## src/rtl/key_pkg.sv

```systemverilog
// Shared definitions for the push-button debouncer: per-key state encoding
// and the filter counter width helper.
package key_pkg;

  typedef enum logic [1:0] {
    IDLE       = 2'd0,
    PRESS_FILT = 2'd1,
    DOWN       = 2'd2,
    REL_FILT   = 2'd3
  } key_state_t;

  // Counter must hold DEBOUNCE_CYC-1; never narrower than one bit.
  function automatic int cnt_width(input int debounce_cyc);
    return (debounce_cyc < 2) ? 1 : $clog2(debounce_cyc);
  endfunction

endpackage

```

## src/rtl/key_filter_ch.sv

```systemverilog
// One debounce channel: 2-flop synchroniser, polarity normalisation,
// filter FSM with stability counter, and registered level/strobe outputs.
module key_filter_ch
  import key_pkg::*;
#(
  parameter int DEBOUNCE_CYC   = 1000000,
  parameter bit KEY_ACTIVE_LOW = 1'b1
) (
  input  logic clk,
  input  logic rstn,
  input  logic key_in,
  output logic key_level,
  output logic key_press,
  output logic key_release
);

  localparam int             CW       = cnt_width(DEBOUNCE_CYC);
  localparam logic [CW-1:0]  CNT_LAST = CW'(DEBOUNCE_CYC - 1);
  localparam logic           PIN_REL  = KEY_ACTIVE_LOW;

  logic          sync1_reg;
  logic          sync2_reg;
  logic          p;
  key_state_t    state_reg;
  logic [CW-1:0] cnt_reg;

  // Synchroniser idles at the released pin value so reset never looks like a press.
  always_ff @(posedge clk or negedge rstn) begin
    if (!rstn) begin
      sync1_reg <= PIN_REL;
      sync2_reg <= PIN_REL;
    end else begin
      sync1_reg <= key_in;
      sync2_reg <= sync1_reg;
    end
  end

  assign p = sync2_reg ^ KEY_ACTIVE_LOW;

  always_ff @(posedge clk or negedge rstn) begin
    if (!rstn) begin
      state_reg   <= IDLE;
      cnt_reg     <= '0;
      key_level   <= 1'b0;
      key_press   <= 1'b0;
      key_release <= 1'b0;
    end else begin
      key_press   <= 1'b0;
      key_release <= 1'b0;
      case (state_reg)
        IDLE: begin
          if (p) begin
            state_reg <= PRESS_FILT;
            cnt_reg   <= '0;
          end
        end
        PRESS_FILT: begin
          if (!p) begin
            state_reg <= IDLE;
            cnt_reg   <= '0;
          end else if (cnt_reg == CNT_LAST) begin
            state_reg <= DOWN;
            cnt_reg   <= '0;
            key_press <= 1'b1;
            key_level <= 1'b1;
          end else begin
            cnt_reg <= cnt_reg + 1'b1;
          end
        end
        DOWN: begin
          if (!p) begin
            state_reg <= REL_FILT;
            cnt_reg   <= '0;
          end
        end
        REL_FILT: begin
          if (p) begin
            state_reg <= DOWN;
            cnt_reg   <= '0;
          end else if (cnt_reg == CNT_LAST) begin
            state_reg   <= IDLE;
            cnt_reg     <= '0;
            key_release <= 1'b1;
            key_level   <= 1'b0;
          end else begin
            cnt_reg <= cnt_reg + 1'b1;
          end
        end
        default: begin
          state_reg <= IDLE;
          cnt_reg   <= '0;
        end
      endcase
    end
  end

endmodule

```

## src/rtl/key_debounce.sv

```systemverilog
// Multi-key push-button debouncer: NUM_KEYS independent filter channels
// producing a clean pressed level and one-cycle press/release strobes.
module key_debounce
  import key_pkg::*;
#(
  parameter int NUM_KEYS       = 4,
  parameter int DEBOUNCE_CYC   = 1000000,
  parameter bit KEY_ACTIVE_LOW = 1'b1
) (
  input  logic                clk,
  input  logic                rstn,
  input  logic [NUM_KEYS-1:0] key_in,
  output logic [NUM_KEYS-1:0] key_level,
  output logic [NUM_KEYS-1:0] key_press,
  output logic [NUM_KEYS-1:0] key_release
);

  generate
    for (genvar gi = 0; gi < NUM_KEYS; gi++) begin : g_ch
      key_filter_ch #(
        .DEBOUNCE_CYC  (DEBOUNCE_CYC),
        .KEY_ACTIVE_LOW(KEY_ACTIVE_LOW)
      ) u_ch (
        .clk        (clk),
        .rstn       (rstn),
        .key_in     (key_in[gi]),
        .key_level  (key_level[gi]),
        .key_press  (key_press[gi]),
        .key_release(key_release[gi])
      );
    end
  endgenerate

endmodule

```

## config.mk

```make
export PLATFORM = sky130hd
export DESIGN_NAME = key_debounce
export DESIGN_NICKNAME = d
export VERILOG_FILES = /design/src/rtl/key_pkg.sv /design/src/rtl/key_filter_ch.sv /design/src/rtl/key_debounce.sv
export SDC_FILE = /design/constraint.sdc
export NUM_CORES = 1
export LEC_CHECK = 0
export BUFFER_PORTS_ARGS = -buffer_cell sky130_fd_sc_hd__buf_2
export CAP_MARGIN = 5
export CORE_ASPECT_RATIO = 0.7
export CORE_MARGIN = 2
export CORE_UTILIZATION = 27
export DETAILED_ROUTE_END_ITERATION = 16
export PLACE_DENSITY_LB_ADDON = 0.08
export RECOVER_POWER = 100
export SETUP_SLACK_MARGIN = 0.5
export SYNTH_ARGS = -nofsm -noshare
export SYNTH_HDL_FRONTEND = slang
export SYNTH_SLANG_ARGS = --single-unit
```

## constraint.sdc

```tcl
create_clock -name clk -period 2 [get_ports clk]
set_clock_uncertainty 0.15 [all_clocks]
set_input_delay 0.4 -clock clk [delete_from_list [all_inputs] [get_ports clk]]
set_output_delay 0.4 -clock clk [all_outputs]
set_load 0.01 [all_outputs]
```

==> results of run 1 <==
==> final cells by class <==
| cell class | count | area share (%) |
|---|---|---|
| inverters | 20 | 0.961 |
| repair buffers | 164 | 17.6 |
| clock buffers | 12 | 3.20 |
| clock inverters | 4 | 0.841 |
| multi-input cells | 441 | 40.8 |
| well taps | 270 | 4.05 |
| flip-flops and latches | 108 | 32.6 |
==> metal layers <==
layer / routed length, µm / vias to the layer above / GRT usage (%)
li1: - / 2519 / -
met1: 8660 / 2548 / 22.5
met3: 526 / 10 / 3.30
met2: 7130 / 80 / 22.8
met5: 0 / - / 0
met4: 143 / 0 / 3.87
==> power groups by stage <==
stage	registers, µW	clock network, µW	logic (µW)
after floorplan	2370	0	362
after global placement	2360	0	637
after detailed placement	2370	0	640
after CTS	2330	2130	735
after global routing	2350	2220	966
final	2340	2060	883
==> placed cells by master (no fill, tap or decap), types with 5 or more instances in the layout <==
cell	instances
clkbuf_1	15
buf_12	7
nor4_4	6
nor3_1	11
a41oi_2	14
a21oi_4	6
inv_1	19
a31oi_1	54
nand2b_1	17
nor2_1	22
o21ai_1	7
o21ai_2	13
and2_1	6
dlygate4sd3_1	5
buf_6	23
nand4_1	12
and3_1	9
nand3_1	35
clkbuf_16	12
nand2_2	6
nor3_4	8
nand2_1	64
nand3_2	6
a21oi_2	36
dfrtp_1	99
nand3_4	5
dfstp_2	8
buf_4	100
a21oi_1	7
nor2_2	6
o21ai_0	8
==> cells by family (layout without fill, tap and decap cells) <==
kind of cell             count (synthesis)  count (layout)  synth area share, %
AO/OA/AOI/OAI                          174             176                 19.5
buffers and inverters                   57             200                 5.17
adder cells (fa/ha/maj)                  4               4                0.900
AND/OR/NAND/NOR                        251             251                 23.9
XOR/XNOR                                 5               5                0.787
flip-flops                             108             108                 48.8
multiplexers                             5               5                0.922
==> critical path, stage by stage (launching register included) <==
cell and delay (ps):
dfrtp_1 380, or4b_4 550, nor4_4 230, buf_4 170, a21oi_4 110, and3_1 180, a211o_1 220
==> through the flow <==
stage                     utilization, %  instances
final                               41.6       1019
after global routing                41.6       1019
after CTS                           38.9        993
after detailed placement            34.5        954
after global placement              34.5        954
after floorplan                        -        604
==> timing repair <==
item / in CTS / in global routing
hold buffers: 5 / 0
cloned: 4 / 5
pin swaps: 27 / 32
setup endpoints to repair: 100 / 101
setup buffers: 14 / 21
gates resized for setup: 65 / 68
hold endpoints to repair: 17 / 0
==> worst paths after layout <==
path                            slack (ps)                              endpoint
min in group asynchronous              660  g_ch[1].u_ch.cnt_reg[13]$_DFFE_PN0P_
worst min-delay path                   210      g_ch[2].u_ch.sync2_reg$_DFF_PN1_
worst max register to register        -110  g_ch[3].u_ch.cnt_reg[18]$_DFFE_PN0P_
worst min register to register         210      g_ch[2].u_ch.sync2_reg$_DFF_PN1_
worst max-delay path                  -110  g_ch[3].u_ch.cnt_reg[18]$_DFFE_PN0P_
max in group asynchronous              120      g_ch[3].u_ch.sync2_reg$_DFF_PN1_
==> summary.txt, run 1 <==
Outcome
  – Status: finished with violations
  – Failing checks: setup timing

Synthesis
  – EDFF count, synth: 0
  – Post-synthesis cell type with the largest combined area: dfrtp_1
  – Sequential share of the synthesized area: 48.8%
  – Post-synthesis cell count: 604
  – Ys async rst share: 100%
  – #FFs+latches synth: 108
  – Mapped Area: 0.00556 mm²
  – Top_reg_cell synth: dfrtp_1
  – Synth Warn #: 0
  – Area share of the largest cell type after synthesis: 45.0%
  – Most numerous cell in the Yosys netlist: dfrtp_1
  – Synth unique cells: 56
  – Top cells by count, synth: 100 x dfrtp_1, 71 x nand2_1, 59 x a31oi_1
  – Top post-synthesis cells by area: dfrtp_1 45%, a31oi_1 6.6%, nand2_1 4.8%
  – Mean post-synth cell area: 9.21 µm²
  – Net Count, Synth: 614

Pwr
  – Pwr Total: ~5300 µW
  – Leakage: 0.00344 µW
  – Worst vdd ir: 0.386 mV
  – Combinational share of power: 16.7%
  – Clock power share: between 30% and 40%
  – Sequential power share: 44.3%
  – Sw Pwr: between 1000 and 1500 µW
  – Switching share of power: 27.0%
  – Int Power: slightly below 4000 µW
  – Pwr dens: 634 mW/mm²

Placed design
  – Detailed placement HPWL: 10400 µm
  – Area after DPL: 0.00690 mm²
  – # port buffers: 17
  – Setup Slack @ Placement: -107 ps
  – Final Wtd Congestion: 0.783

Cells and area
  – Area grow syn2layout: 49.9%
  – Reg area: 0.00271 mm²
  – Final non-filler cell area: 0.00834 mm²
  – Layout cells sized above 1: a little over two fifths
  – Fillers: 1962
  – Diodes inserted: 0
  – Max reg flops: 80
  – Nets: between 700 and 800
  – Footprint of the multi-input gates: 0.00340 mm²

STA
  – # setup viols final: 57
  – Final setup margin: -114 ps
  – Fmax achieved: 0.473 GHz
  – Period Utilization, post-route: 106%
  – Crit path time final: 2110 ps
  – Setup TNS: -2410 ps
  – Hold WS: roughly 210 ps
  – Max-slew violation count: 0
  – Slew @ Worst Pin: 1220 ps
  – RSZ-0062 raised after global routing: true
  – Worst slew margin: 18.3%
  – Final hold violations: 0

Clocking
  – Clock buffer depth: 2
  – CTS Sinks: 108
  – Root Buffer: clkbuf_16
  – Clock slew at reported path FFs: approximately 70 ps
  – H-tree depth: 3
  – Clk_lat worst skew: 360 ps
  – Total CTS buffers: 9
  – TritonCTS clock tree: yes

Setup path
  – Crit path DAT: 2210 ps
  – Worst setup EP type: flip-flop
  – Cells on worst reg2reg path: 6
  – Worst setup SP type: flip-flop
  – Crit Path Class: reg2reg
  – CP Launch Point: g_ch[3].u_ch.cnt_reg[11]$_DFFE_PN0P_
  – RR Startpoint: g_ch[3].u_ch.cnt_reg[11]$_DFFE_PN0P_
  – Req. time, crit path: 2100 ps
  – Worst-path maximum fanout: 6

Global route
  – Gr ovfl total: 0
  – Global-route wire length before repair: 26200 µm
  – Vias in the first global route: 4975
  – Tot GR Track Use: 15.3%
  – Initial antenna violation count: 0
  – Largest net degree at the start of global routing: 39

Drt
  – Post-Route WL: 16500 µm
  – ANT nets after route: 0
  – Vias post-DR: 5157
  – First drt pass iteration count: 4
  – Vias per cell: 5.06
  – DRT iter0 DRCs: 304
  – # DRC: 0
  – Drt wl/cell: ~16 µm

Floorplanning
  – Die Area: 0.0218 mm²
  – Starting density of the core: 27.8%
  – Die width: 176 µm
  – # rows: 43
  – Core area: 0.0200 mm²
  – I/O Pins: 18
  – Die Y: 124 µm

Hold path
  – WHS Path Cells: 0
  – Worst hold path startpoint: g_ch[2].u_ch.sync1_reg$_DFF_PN1_
  – Worst Hold Class: reg2reg

Run
  – Max-cap violations: 0
(Power assumes the default switching activity.)
==> run 2, diff against run 1 <==
Settings changed: CORE_UTILIZATION 27 to 60.
Clock period 2 ns to 2.3 ns, I/O delays scaled along.
==> run 2 against run 1 <==
Net effect: the flow now finishes without violations; fmax decreased by 5.7%; power decreased by 14%; routed wire length increased by 21%; largest cell class unchanged.
==> summary.txt, run 2 (same netlist as run 1, synthesis figures left out) <==
Outcome
  – Status: finished clean

Placed design
  – Area after DPL: 0.00618 mm²
  – # port buffers: 17
  – Final Wtd Congestion: 0.859
  – Detailed placement HPWL: approximately 8400 µm

Floorplanning
  – Die Area: 0.0101 mm²
  – I/O Pins: 18
  – # rows: 29
  – Core area: 0.00903 mm²
  – Die width: roughly 120 µm
  – Starting density of the core: 61.6%
  – Die Y: 84.6 µm

Drt
  – Vias post-DR: 5853
  – First drt pass iteration count: 7
  – DRT iter0 DRCs: 870
  – Post-Route WL: 19800 µm
  – ANT nets after route: 0
  – # DRC: 0
  – Vias per cell: 7.05
  – Drt wl/cell: ~24 µm

STA
  – Fmax achieved: 0.446 GHz
  – # setup viols final: 0
  – Slew @ Worst Pin: roughly 1000 ps
  – Setup TNS: 0 ps
  – Worst slew margin: 30.0%
  – RSZ-0062 raised after global routing: true
  – Final hold violations: 0
  – Hold WS: 45.1 ps
  – Crit path time final: between 2000 and 2500 ps
  – Period Utilization, post-route: 97.5%
  – Max-slew violation count: 0

Pwr
  – Pwr Total: approximately 4500 µW
  – Pwr dens: ~580 mW/mm²
  – Worst vdd ir: 0.480 mV
  – Leakage: 0.00320 µW

Cells and area
  – Max reg flops: 80
  – Fillers: between 400 and 500
  – Reg area: about 0.0027 mm²
  – Most frequent cells in the layout: 90 x dfrtp_1, 64 x buf_4, 63 x nand2_1, 53 x a31oi_1, 34 x nand3_1
  – Nets: 711
  – Footprint of the multi-input gates: 0.00345 mm²
  – Area grow syn2layout: 41.0%
  – Diodes inserted: 0
  – Layout cells sized above 1: approximately two fifths
  – Final non-filler cell area: 0.00784 mm²
  – Most common cell after layout, fill and taps aside: dfrtp_1

Clocking
  – Root Buffer: clkbuf_16
  – H-tree depth: 3
  – Clock slew at reported path FFs: 80 ps
  – CTS Sinks: 108
  – Total CTS buffers: 9
  – Clk_lat worst skew: 370 ps
  – TritonCTS clock tree: yes
  – Clock buffer depth: 2

Global route
  – Largest net degree at the start of global routing: 41
  – Vias in the first global route: approximately 5300
  – Gr ovfl total: 0
  – Tot GR Track Use: 34.3%
  – Initial antenna violation count: 1
  – Global-route wire length before repair: between 20000 and 30000 µm

Setup path
  – CP Launch Point: g_ch[3].u_ch.cnt_reg[12]$_DFFE_PN0P_
  – RR Startpoint: g_ch[3].u_ch.cnt_reg[12]$_DFFE_PN0P_
  – Worst setup EP type: flip-flop
  – Crit Path Class: reg2reg
  – Req. time, crit path: about 2400 ps
  – Worst-path maximum fanout: 6
  – Worst setup SP type: flip-flop
  – Crit path DAT: 2350 ps

Hold path
  – Worst Hold Class: in2reg
  – Worst hold path startpoint: key_in[1]

Run
  – Max-cap violations: 0
==> run 2: path summary, 6_finish.rpt <==
check                           slack (ps)  depth (start not counted)                              endpoint
worst max-delay path                    60                          7  g_ch[3].u_ch.cnt_reg[14]$_DFFE_PN0P_
worst min-delay path                    50                          1      g_ch[1].u_ch.sync1_reg$_DFF_PN1_
worst max register to register          60                          7  g_ch[3].u_ch.cnt_reg[14]$_DFFE_PN0P_
worst min register to register         210                          0      g_ch[2].u_ch.sync2_reg$_DFF_PN1_
max in group asynchronous              320                          3      g_ch[0].u_ch.sync1_reg$_DFF_PN1_
min in group asynchronous              660                          2   g_ch[0].u_ch.cnt_reg[7]$_DFFE_PN0P_
==> run 2: timing repair <==
action	4_1_cts	5_1_grt
hold endpoints to repair	32	0
gates cloned	8	6
hold buffers	1	0
resized for setup	64	93
pin swaps	41	38
endpoints found under the setup margin	99	99
setup buffers	37	21
==> run 2: worst max-delay path, stage by stage, from the launching register on <==
cell and delay (ps):
dfrtp_1 400, or4b_4 570, nor4_4 270, buf_4 180
a21oi_2 140, clkbuf_16 200, a21oi_2 140, a21oi_1 90
==> run 2: per-stage QoR <==
stage | util [%] | setup slack [ps] | std cells
after floorplan | - | 258 | 604
after global placement | 68.4 | 155 | 741
after detailed placement | 68.4 | 115 | 741
after CTS | 80.4 | 178 | 803
after global routing | 86.8 | 39.9 | 830
final | 86.8 | 57.3 | 830
==> run 2: power by group <==
group,leakage [µW],switching [µW],internal [µW]
sequential,0.00145,114,1960
combinational,0.00159,426,294
clock,0.000162,764,965
==> run 2: layer usage <==
layer	GRT usage, %	wire, µm	part of all wire, %
met5	0	0	0
met4	17.0	891	4.5
met3	9.24	1980	10
met2	53.7	9460	48
met1	44.5	7510	38
==> run 2: final cells by class <==
cell class                 instances  share of cell area (%)
multi-input combinational        443                    43.9
sequential                       108                    34.7
timing repair buffer             119                    14.2
tap                              124                    1.98
clock inverter                     7                    1.26
clock buffer                       9                    2.87
inverter                          20                    1.02
==> run 3, diff against run 2 <==
Settings changed: CTS_BUF_LIST set to sky130_fd_sc_hd__clkbuf_4 sky130_fd_sc_hd__clkbuf_8.
==> run 3 against run 2 <==
Net effect: the flow now finishes with violations (setup timing); combinational power grew 2%; sequential share of layout area shrank 0.16 points; die area is the same; critical path depth grew 1; count of clock-buffer cells in the layout is the same; first-iteration DRC count grew 6.7%; sequential power is essentially flat; hold slack lost 43 ps; global-route usage shrank 2.0 points; critical path type unchanged.
==> summary.txt, run 3 (same netlist as run 1, synthesis figures left out) <==
Outcome
  – Status: finished with violations
  – Failing checks: setup timing

STA
  – Worst slew margin: between 30% and 40%
  – Max-slew violation count: 0
  – Slew @ Worst Pin: roughly 1000 ps
  – Crit path time final: 2310 ps
  – Fmax achieved: between 0.4 and 0.5 GHz
  – Period Utilization, post-route: 101%
  – Final hold violations: 0
  – Final setup margin: -13.1 ps
  – RSZ-0062 raised after global routing: true
  – # setup viols final: 2

Setup path
  – Crit-path max cell delay: 430 ps
  – Worst setup SP type: flip-flop
  – Req. time, crit path: between 2000 and 2500 ps
  – Crit-path cells: ha_2 -> nand3_4 -> nor4_4 -> buf_4 -> a21oi_2 -> clkbuf_1 -> a41oi_2 -> a31oi_1
  – Worst-path maximum fanout: 6
  – Worst R2R Setup Slack: -10 ps
  – Slowest cell on the critical path: dfrtp_1
  – Worst setup EP type: flip-flop
  – Crit Path Class: reg2reg
  – Crit path DAT: 2480 ps

Drt
  – # DRC: 0
  – DRT iter0 DRCs: about 930
  – Vias per cell: 7.24
  – First drt pass iteration count: 6
  – Vias post-DR: 6114
  – Post-Route WL: 20900 µm
  – ANT nets after route: 0
  – Drt wl/cell: between 20 and 25 µm

Pwr
  – Leakage: roughly 0.0032 µW
  – Switching share of power: between 30% and 40%
  – Sw Pwr: 1280 µW
  – Clock power share: 32.7%
  – Worst vdd ir: 0.745 mV
  – Combinational share of power: between 15 and 20%
  – Int Power: 2880 µW
  – Sequential power share: 49.6%
  – Pwr dens: between 500 and 600 mW/mm²

Floorplanning
  – Core area: between 0.009 and 0.01 mm²
  – Die width: 119 µm
  – # rows: 29
  – Starting density of the core: 61.6%
  – Die Area: just over 0.01 mm²
  – Die Y: about 85 µm
  – I/O Pins: 18

Cells and area
  – Layout cells sized above 1: between 40% and 50%
  – Most frequent cells in the layout: 86 x dfrtp_1, 73 x buf_4, 57 x nand2_1, 53 x a31oi_1, 34 x nand3_1
  – Reg area: 0.00273 mm²
  – Diodes inserted: 0
  – Max reg flops: 80
  – Area grow syn2layout: 41.9%
  – Fillers: 409
  – Most common cell after layout, fill and taps aside: dfrtp_1
  – Fin util: about 87%
  – Nets: 726
  – Final Non-Filler Cells: ~850
  – Footprint of the multi-input gates: 0.00352 mm²

Clocking
  – Clock buffer depth: 2
  – Clock slew at reported path FFs: 110 ps
  – Clk_lat worst skew: a little over 400 ps
  – TritonCTS clock tree: yes
  – H-tree depth: 3
  – Total CTS buffers: 9
  – CTS Sinks: roughly 110
  – Root Buffer: clkbuf_8

Placed design
  – Detailed placement HPWL: around 8400 µm
  – Final Wtd Congestion: roughly 0.86
  – Placed insts: about 740
  – # port buffers: 17

Global route
  – Largest net degree at the start of global routing: 41
  – Global-route wire length before repair: 26000 µm
  – Gr ovfl total: 0
  – Tot GR Track Use: around a third
  – Vias in the first global route: slightly above 5000
  – Initial antenna violation count: 1

Run
  – Max-cap violations: 0

Hold path
  – Worst Hold Class: in2reg
-- run 3: changes by cell type in the layout (fill, tap and decap cells not counted), sizes merged --
cell / before / now
buf: 94 / 104
clkbuf: 33 / 35
clkdlybuf4s15: 0 / 1
dlygate4sd3: 1 / 3
-- run 3: cell type report --
cell class,count,area share (%)
tap,124,1.97
timing repair buffer,134,15.1
inverter,20,0.983
multi-input combinational,443,44.5
sequential,108,34.6
clock buffer,9,1.57
clock inverter,7,1.25
-- run 3: per-stage QoR --
stage	TNS, ps	area, µm²	hold WS, ps	power (µW)	setup slack [ps]
detailed placement	0	6180	197	2500	115
CTS	0	7160	0.274	3910	177
finish	-20.4	7890	1.73	4170	-13.1
global placement	0	6180	196	2480	155
global route	-178	7890	-11.5	4270	-87.0
floorplan	0	5950	14.4	2380	258
-- run 3: routing by layer --
layer  wire length (µm)  GRT usage, %  up-vias
met5                  0             0        -
met4               1380          13.1        0
met3               2150          7.07      160
met2               9630          50.6      528
met1               7720          44.3     2952
li1                   -             -     2474
-- run 3: what timing repair did --
item / CTS / global route
gates resized for setup: 67 / 119
endpoints found under the hold margin: 32 / 2
gates cloned: 8 / 8
buffers inserted: 40 / 29
pin swaps: 47 / 44
hold buffers: 1 / 2
setup endpoints to repair: 99 / 99
-- run 3: final timing paths --
kind / startpoint / endpoint / cells past startpoint
setup / recovery: g_ch[3].u_ch.cnt_reg[1]$_DFFE_PN0P_ / g_ch[3].u_ch.cnt_reg[16]$_DFFE_PN0P_ / 8
hold / removal: key_in[0] / g_ch[0].u_ch.sync1_reg$_DFF_PN1_ / 1
setup reg to reg: g_ch[3].u_ch.cnt_reg[1]$_DFFE_PN0P_ / g_ch[3].u_ch.cnt_reg[16]$_DFFE_PN0P_ / 8
hold reg to reg: g_ch[0].u_ch.sync1_reg$_DFF_PN1_ / g_ch[0].u_ch.sync2_reg$_DFF_PN1_ / 0
max in group asynchronous: rstn / g_ch[0].u_ch.sync1_reg$_DFF_PN1_ / 3
min in group asynchronous: rstn / g_ch[0].u_ch.cnt_reg[7]$_DFFE_PN0P_ / 2
-- run 3: power by group through the flow --
stage	sequential (µW)	combinational, µW	clock (µW)
finish	2070	737	1360
global route	2070	776	1420
CTS	2040	537	1330
detailed placement	2080	423	0
global placement	2070	411	0
floorplan	2060	315	0
-- run 3: worst max-delay path, delay by kind of cell, from the launching register on --
| kind | cells | cell delay [ps] |
|---|---|---|
| adders and majority gates | 1 | 210 |
| AOI/OAI and AO/OA | 3 | 760 |
| and+or+nand+nor | 2 | 180 |
| DFF | 1 | 430 |
| buffers and inverters | 2 | 490 |
